===== config.mk =====
export PLATFORM = sky130hd
export DESIGN_NAME = jk_flag_arbiter
export DESIGN_NICKNAME = d
export VERILOG_FILES = /design/src/rtl/jk_flag_arbiter.sv
export SDC_FILE = /design/constraint.sdc
export NUM_CORES = 1
export LEC_CHECK = 0
export BUFFER_PORTS_ARGS = -buffer_cell sky130_fd_sc_hd__buf_2
export CAP_MARGIN = 20
export CORE_UTILIZATION = 59
export CTS_CLUSTER_DIAMETER = 100
export DETAILED_ROUTE_END_ITERATION = 16
export PLACE_DENSITY = 0.84
export SYNTH_ARGS = -nofsm -noshare
export SYNTH_HDL_FRONTEND = slang
export SYNTH_SLANG_ARGS = --single-unit

===== constraint.sdc =====
create_clock -name clk -period 7.9 [get_ports clk]
set_clock_uncertainty 0.05 [all_clocks]
set_input_delay 0.395 -clock clk [delete_from_list [all_inputs] [get_ports clk]]
set_output_delay 0.395 -clock clk [all_outputs]
set_load 0.03 [all_outputs]

===== src/rtl/jk_flag_arbiter.sv =====
// Round-robin arbiter granting four requesters single JK operations on a shared
// 8-bit flag register; a two-state FSM sequences IDLE (arbitrate/clear) and APPLY (commit).
module jk_flag_arbiter #(
  parameter int unsigned N_REQ   = 4,
  parameter int unsigned N_FLAGS = 8
) (
  input  logic                                clk,
  input  logic                                reset,
  input  logic [N_REQ-1:0]                    req,
  input  logic [N_REQ-1:0]                    op_j,
  input  logic [N_REQ-1:0]                    op_k,
  input  logic [$clog2(N_FLAGS)*N_REQ-1:0]    addr,
  input  logic                                clr_all,
  output logic [N_REQ-1:0]                    grant,
  output logic                                done,
  output logic                                busy,
  output logic [N_FLAGS-1:0]                  flags
);

  localparam int unsigned AW = $clog2(N_FLAGS);
  localparam int unsigned PW = $clog2(N_REQ);

  typedef enum logic {IDLE, APPLY} state_t;

  state_t               state, state_n;
  logic [PW-1:0]        ptr, ptr_n;
  logic [PW-1:0]        win, win_n;
  logic [N_REQ-1:0]     grant_n;
  logic                 done_n;
  logic [N_FLAGS-1:0]   flags_n;
  logic                 lat_j, lat_j_n;
  logic                 lat_k, lat_k_n;
  logic [AW-1:0]        lat_a, lat_a_n;
  logic                 found;
  int unsigned          idx;

  assign busy = (state == APPLY);

  // Next-state: clr_all outranks requests in IDLE; APPLY commits the latched op.
  always_comb begin
    state_n = state;
    ptr_n   = ptr;
    win_n   = win;
    grant_n = '0;
    done_n  = 1'b0;
    flags_n = flags;
    lat_j_n = lat_j;
    lat_k_n = lat_k;
    lat_a_n = lat_a;
    found   = 1'b0;
    idx     = 0;
    case (state)
      IDLE: begin
        if (clr_all) begin
          flags_n = '0;
          done_n  = 1'b1;
        end else begin
          // Search from ptr upward with wraparound; first hit wins.
          for (int unsigned k = 0; k < N_REQ; k++) begin
            idx = (32'(ptr) + k) % N_REQ;
            if (!found && req[idx]) begin
              found   = 1'b1;
              win_n   = PW'(idx);
              grant_n = N_REQ'(1) << idx;
              lat_j_n = op_j[idx];
              lat_k_n = op_k[idx];
              lat_a_n = addr[idx*AW +: AW];
              state_n = APPLY;
            end
          end
        end
      end
      APPLY: begin
        if (lat_j)      flags_n[lat_a] = 1'b1;
        else if (lat_k) flags_n[lat_a] = 1'b0;
        done_n  = 1'b1;
        ptr_n   = PW'(win + PW'(1));
        state_n = IDLE;
      end
      default: state_n = IDLE;
    endcase
  end

  always_ff @(posedge clk) begin
    if (reset) begin
      state <= IDLE;
      ptr   <= '0;
      win   <= '0;
      grant <= '0;
      done  <= 1'b0;
      flags <= '0;
      lat_j <= 1'b0;
      lat_k <= 1'b0;
      lat_a <= '0;
    end else begin
      state <= state_n;
      ptr   <= ptr_n;
      win   <= win_n;
      grant <= grant_n;
      done  <= done_n;
      flags <= flags_n;
      lat_j <= lat_j_n;
      lat_k <= lat_k_n;
      lat_a <= lat_a_n;
    end
  end

endmodule


# == Yosys cells after proc, flatten, opt, wreduce, memory -nomap -nowiden ==
# Cells that the tools add are included.
# totals
register_bits,23
wordCells,115
# op_classes
addsub,4
mul,4
magnitude_cmp,6
eq_ne,2
shift,8
n_mux,66
bitwise_logic,5
reduce_logical,11
# ops
operator,n
$shiftx 12x5->3,4
$mux 1,35
$bmux 1 s2,12
$mux 8,3
$mul 2x2->4 const B,4
$mux 4,4
$pmux 8 s2,1
$shl 1x2->4 const A,4
$lt 2x3->1 const B,4
$mux 3,4
$and 8x8->8,1
$mux 2,4
$not 8->8,1
$or 8x8->8,1
$add 2x1->2 const B,2
$add 2x2->2 const B,2
$logic_and 1x1->1,4
$lt 3x4->1 const B,1
$pmux 1 s2,2
$reduce_bool 4->1,1
$demux 1 s3,1
$ge 3x1->1 const B,1
$logic_not 1->1,3
$ne 3x1->1 const B,1
other kinds (5),6

# == Longest topological paths before layout ==
# depth
ltp_word,20
depth_mapped,11
mapped_depth_nobuf,8

# == Worst setup path before layout ==
# Ideal clock, no wire load.
# synth_timing
path_kind,reg2reg
startpoint,register ptr[0]
endpoint,register lat_a[1]
t_arrival_ns,2.391
setup_slack_ns,5.332
path_stages_with_launch,11
path_buffers,2
period_less_slack_ns,2.568
path_cell_list,dfxtp_1 > buf_6 > inv_1 > ha_1 > buf_4 > or4_1 > o31ai_1 > a31oi_2 > a22oi_4 > mux2i_1 > o221ai_2
# synth_between
elab_chain_cells,19
word_cells_on_any_way,40
# synth_lines
item,line,source
"start, declared",26,"logic [PW-1:0] ptr, ptr_n;"
"start signal, assigned",97,ptr <= ptr_n;
$bmux 1 s2,61,if (!found && req[idx]) begin
$mux 1 (not written as such),61,
$mux 1,61,
$mux 1,54,if (clr_all) begin
$mux 1,52,case (state)
$logic_not 1->1,61,
$logic_and 1x1->1,61,
$mux 1,61,
(+3 left out),--,
$logic_and 1x1->1,61,
$mux 1,61,
$mux 1,54,
$mux 1,52,
$logic_not 1->1,61,
$logic_and 1x1->1,61,
$reduce_bool 4->1 (no line),--,
$reduce_and 3->1 (no line),--,
"end signal, assigned",104,lat_a <= lat_a_n;
"end, declared",33,"logic [AW-1:0] lat_a, lat_a_n;"
# Several ways; a longest one is shown, not always the timed one. The select of a mux whose other input is x is not followed.
# A chain may end at the register's enable or synchronous reset.

# == Final worst setup path ==
# layout_timing
startpoint,register ptr[1]
endpoint,register lat_k
# layout_between
elab_chain_cells,19
word_cells_on_any_way,40
# layout_lines
item,line,source
$bmux 1 s2,61,
$mux 1 (not written as such),61,
$mux 1,61,
$mux 1,54,
$mux 1,52,
$logic_not 1->1,61,
$logic_and 1x1->1,61,
$mux 1,61,
(+3 left out),--,
$logic_and 1x1->1,61,
$mux 1,61,
$mux 1,54,
$mux 1,52,
$logic_not 1->1,61,
$logic_and 1x1->1,61,
$reduce_bool 4->1 (no line),--,
$reduce_and 3->1 (no line),--,
"end signal, assigned",103,lat_k <= lat_k_n;
"end, declared",32,"logic lat_k, lat_k_n;"
# Several ways; a longest one is shown, not always the timed one. The select of a mux whose other input is x is not followed.

==> impl_summary.md <==
Status
The flow ran to the end, and the final reports show no timing, DRC or antenna violations.

Die
The full die area is 0.00339 sq mm. In this run the vertical extent of the chip is 58.2 um. The floorplan step set the die width to 58.2 um. The total area inside the core boundary comes to 0.00303 sq mm. The number of I/O pins is 41. The floorplan has 20 rows. For this configuration, the core starts out at a cell density of 61.6%.

STA
The highest clock frequency the design can meet is 278 MHz. The actual slew at the worst max-slew pin is 0.700 ns. The post-route clock period utilization is 45.5%. The number of hold-slack violations in the final timing report is 0. Setup repair after global routing left no endpoint under its margin. The routed design could run at a clock period as short as 3.59 ns. The sum of negative setup slack is 0 ns. Setup violations remaining at the end of the flow were counted as 0. Measured against its own limit, the worst slew margin works out to 53.4%. The final max-slew violation count came to 0.

Synthesis
Synthesis instantiated 51 different standard cells from the library. The area fraction of the dominant cell type after synthesis is 24.7%. The count of mapped cells out of synthesis is 216. The sequential share of the synthesized area is 24.7%.

The flop and latch count out of synthesis is 23. The leading cell type by number of instances after synthesis is sky130_fd_sc_hd__dfxtp_1. The netlist area before placement is 0.00187 sq mm.

The share of flip-flops with an asynchronous set or reset is 0%. sky130_fd_sc_hd__dfxtp_1 takes more of the synthesized area than any other cell. The Yosys step of the flow raised 0 warnings. Yosys attributes the largest share of cell area to sky130_fd_sc_hd__dfxtp_1 25%, sky130_fd_sc_hd__mux4_2 6.0%, sky130_fd_sc_hd__mux2i_1 5.9%. The most common flop cell mapped by yosys is sky130_fd_sc_hd__dfxtp_1. The number of enable-type register cells in the synthesized netlist is 0. Sorting the synthesized cells by how often they occur yields 23 x sky130_fd_sc_hd__dfxtp_1, 19 x sky130_fd_sc_hd__a21oi_1, 16 x sky130_fd_sc_hd__nor2_1. The per-instance average area after synthesis is 8.64 sq um. The synthesized net count is 251.

GRT
The met1 usage in global routing is 35.0%. The met3 usage is 4.24%. The global-route usage over all layers is 25.0%. The first global-routing pass estimated 6.64 mm of wire. After global routing, the most crowded layer is met2. The via count of the first global-routing pass came to 1,466.

Summed over all layers, the global routing overflow is 0. The pin count of the biggest net entering global routing is 24. The met2 global-route usage is 39.2%. The number of antenna violations at the first check in global routing came to 0.

Setup path
The largest fanout on the critical path is 21. On the critical path the largest part of the delay comes from adder cells. STA classifies the critical path startpoint as a flip-flop.

The number of buffers and inverters on the critical path is 1. STA classifies the critical path endpoint as a flip-flop. STA puts the critical path data arrival time at 3.75 ns. The cell with the largest stage delay on the worst path is sky130_fd_sc_hd__ha_1.

The data required time at the worst endpoint is 8.06 ns. The largest single stage delay on the critical path is 0.82 ns. The critical path goes through inv_1 > ha_1 > mux4_2 > nor3b_1 > a21oi_1 > nand2_1 > a211o_1 > a221oi_1. The critical path is of the reg2reg type.

Pwr
Registers are responsible for 43.3% of the overall power. Summed over all cells, the static leakage comes to 0.831 nW. The power share of the combinational group is 39.3%. The switching power is 0.000114 W. VDD sags by at most 82.0 uV. Cell internal power was estimated by the tool at 0.000197 W.

The proportion of total power due to net switching is 36.6%. Power spread over the standard cell area amounts to 150 mW/mm^2. The clock network power share is 17.4%.

CTS
Clock tree synthesis inserted a total of 3 buffers. TritonCTS built the clock tree. The longest clock path from root to sink contains 2 buffers. The buffer count from post-CTS setup fixing is 0. In this run, post-CTS hold repair placed 0 buffers. The register clock-pin slew on the reported worst setup and hold paths is 0.12 ns. The number of clock sinks seen by CTS is 23. In this run the number of H-tree levels came out at 1. The master cell of the clock root buffer is sky130_fd_sc_hd__clkbuf_4.

The total of cells resized after clock tree synthesis is 0. The later pin in the worst-skew pair is clocked with a latency of 0.30 ns.

Place
At the end of routability-driven placement, the weighted congestion stood at 0.866. Once detailed placement completed, the half-perimeter wirelength came to 2.94 mm. The placement-stage cell area is 0.00204 sq mm. In this run the tool buffered the top-level ports with 40 buffer cells.

Routing
The post-route DRC violation count is 0. The number of DRC markers after the initial detailed-route iteration is 83. The detailed-route wire length per cell is 13.9 um. The final wirelength is 4.03 mm. The first-pass iteration count of the detailed router is 4. The number of vias in the routed layout is 1,716.

After detailed routing, the number of vias per cell comes to 5.94. The residual antenna-violating net count after detailed routing is 0.

Layout
The fraction of layout instances using a drive strength above 1 is 26.1%. Relative to the synthesized area, the layout overhead comes to 10.9%. The final antenna diode count is 0.

Once layout is done, the placed cells without fillers occupy 0.00207 sq mm. Once layout is complete, the utilization of the core stands at 68.3%. The net total in the final layout is 281.

Min path
The path class of the tightest hold or removal check is in2reg.

Flow run
The tool flagged a number of max-cap violations equal to 0.
-- cells in the final DEF, fill, tap and decap left out, types with 3 or more instances in the layout --
master,count
sky130_fd_sc_hd__a221o_1,4
sky130_fd_sc_hd__o21ai_1,5
sky130_fd_sc_hd__mux2i_1,11
sky130_fd_sc_hd__nor2b_1,7
sky130_fd_sc_hd__mux4_2,5
sky130_fd_sc_hd__nand2_1,13
sky130_fd_sc_hd__nor2_1,16
sky130_fd_sc_hd__o21ai_0,14
sky130_fd_sc_hd__a22oi_1,5
sky130_fd_sc_hd__nand3b_1,4
sky130_fd_sc_hd__buf_2,40
sky130_fd_sc_hd__inv_1,7
sky130_fd_sc_hd__nor3_1,3
sky130_fd_sc_hd__nand3_1,4
sky130_fd_sc_hd__nor3b_1,3
sky130_fd_sc_hd__clkbuf_4,3
sky130_fd_sc_hd__mux2_2,7
sky130_fd_sc_hd__a31oi_1,4
sky130_fd_sc_hd__a21oi_1,19
sky130_fd_sc_hd__dfxtp_1,23
sky130_fd_sc_hd__ha_1,8
sky130_fd_sc_hd__o221ai_1,3
-- cell type report --
type	instances	area, sq um
Clock buffer	4	26.3
Fill cell	262	960
Inverter	9	33.8
Multi-Input combinational cell	168	1280
Sequential cell	23	460
Tap cell	44	55.1
Timing Repair Buffer	41	208
-- state kept, by name, summed over array words and instances, names as in the netlist --
signal	flops
lat_j	1
flags	8
done	1
lat_k	1
lat_a	3
grant	4
win	2
busy	1
ptr	2
-- metal layers --
layer  share of wire (%)  wire length, um
met1                  49             1970
met2                  45             1830
met3                 4.2              170
met4                 1.5               61
met5                   0                0
-- through the flow --
stage / cells / setup slack (ns) / power [W] / hold WS [ns]
after detailed placement: 285 / 4.34 / 0.000257 / 0.413
after global routing: 289 / 4.07 / 0.000330 / 0.329
after global placement: 285 / 4.45 / 0.000256 / 0.407
after CTS: 289 / 4.33 / 0.000310 / 0.317
final: 289 / 4.31 / 0.000311 / 0.319
after floorplan: 216 / 5.33 / 0.000235 / 0.409
-- worst min-delay path, stage by stage --
cell	delay, ns
sky130_fd_sc_hd__buf_2	0.07
sky130_fd_sc_hd__mux2i_1	0.06
sky130_fd_sc_hd__o221ai_2	0.11
-- cell families (layout without fill, tap and decap cells) --
| kind of cell | count (synthesis) | count (layout) | share of synthesized area [%] |
|---|---|---|---|
| adder cells (fa/ha/maj) | 10 | 10 | 6.44 |
| multiplexers | 25 | 25 | 17.4 |
| AO/OA/AOI/OAI | 72 | 72 | 27.9 |
| buffers and inverters | 25 | 54 | 6.44 |
| XOR/XNOR | 2 | 2 | 0.939 |
| AND/OR/NAND/NOR | 59 | 59 | 16.2 |
| flip-flops | 23 | 23 | 24.7 |
-- path summary, 6_finish.rpt --
path,startpoint,end,slack [ns],depth (start not counted)
setup / recovery,ptr[1]$_SDFFE_PP0P_,lat_k$_SDFFE_PP0P_,4.31,8
hold / removal,addr[4],lat_a[1]$_SDFFE_PP0P_,0.32,3
setup reg to reg,ptr[1]$_SDFFE_PP0P_,lat_k$_SDFFE_PP0P_,4.31,8
hold reg to reg,flags[4]$_SDFFE_PP0P_,flags[4]$_SDFFE_PP0P_,0.43,2
-- power by group through the flow --
stage / Clock [W] / Combinational [W] / Sequential, W
floorplan: 0 / 0.000100 / 0.000134
global placement: 0 / 0.000119 / 0.000137
detailed placement: 0 / 0.000121 / 0.000137
CTS: 0.0000548 / 0.000121 / 0.000134
global route: 0.0000603 / 0.000134 / 0.000136
finish: 0.0000540 / 0.000122 / 0.000134
Note: power is estimated with default switching activity, not from simulation.
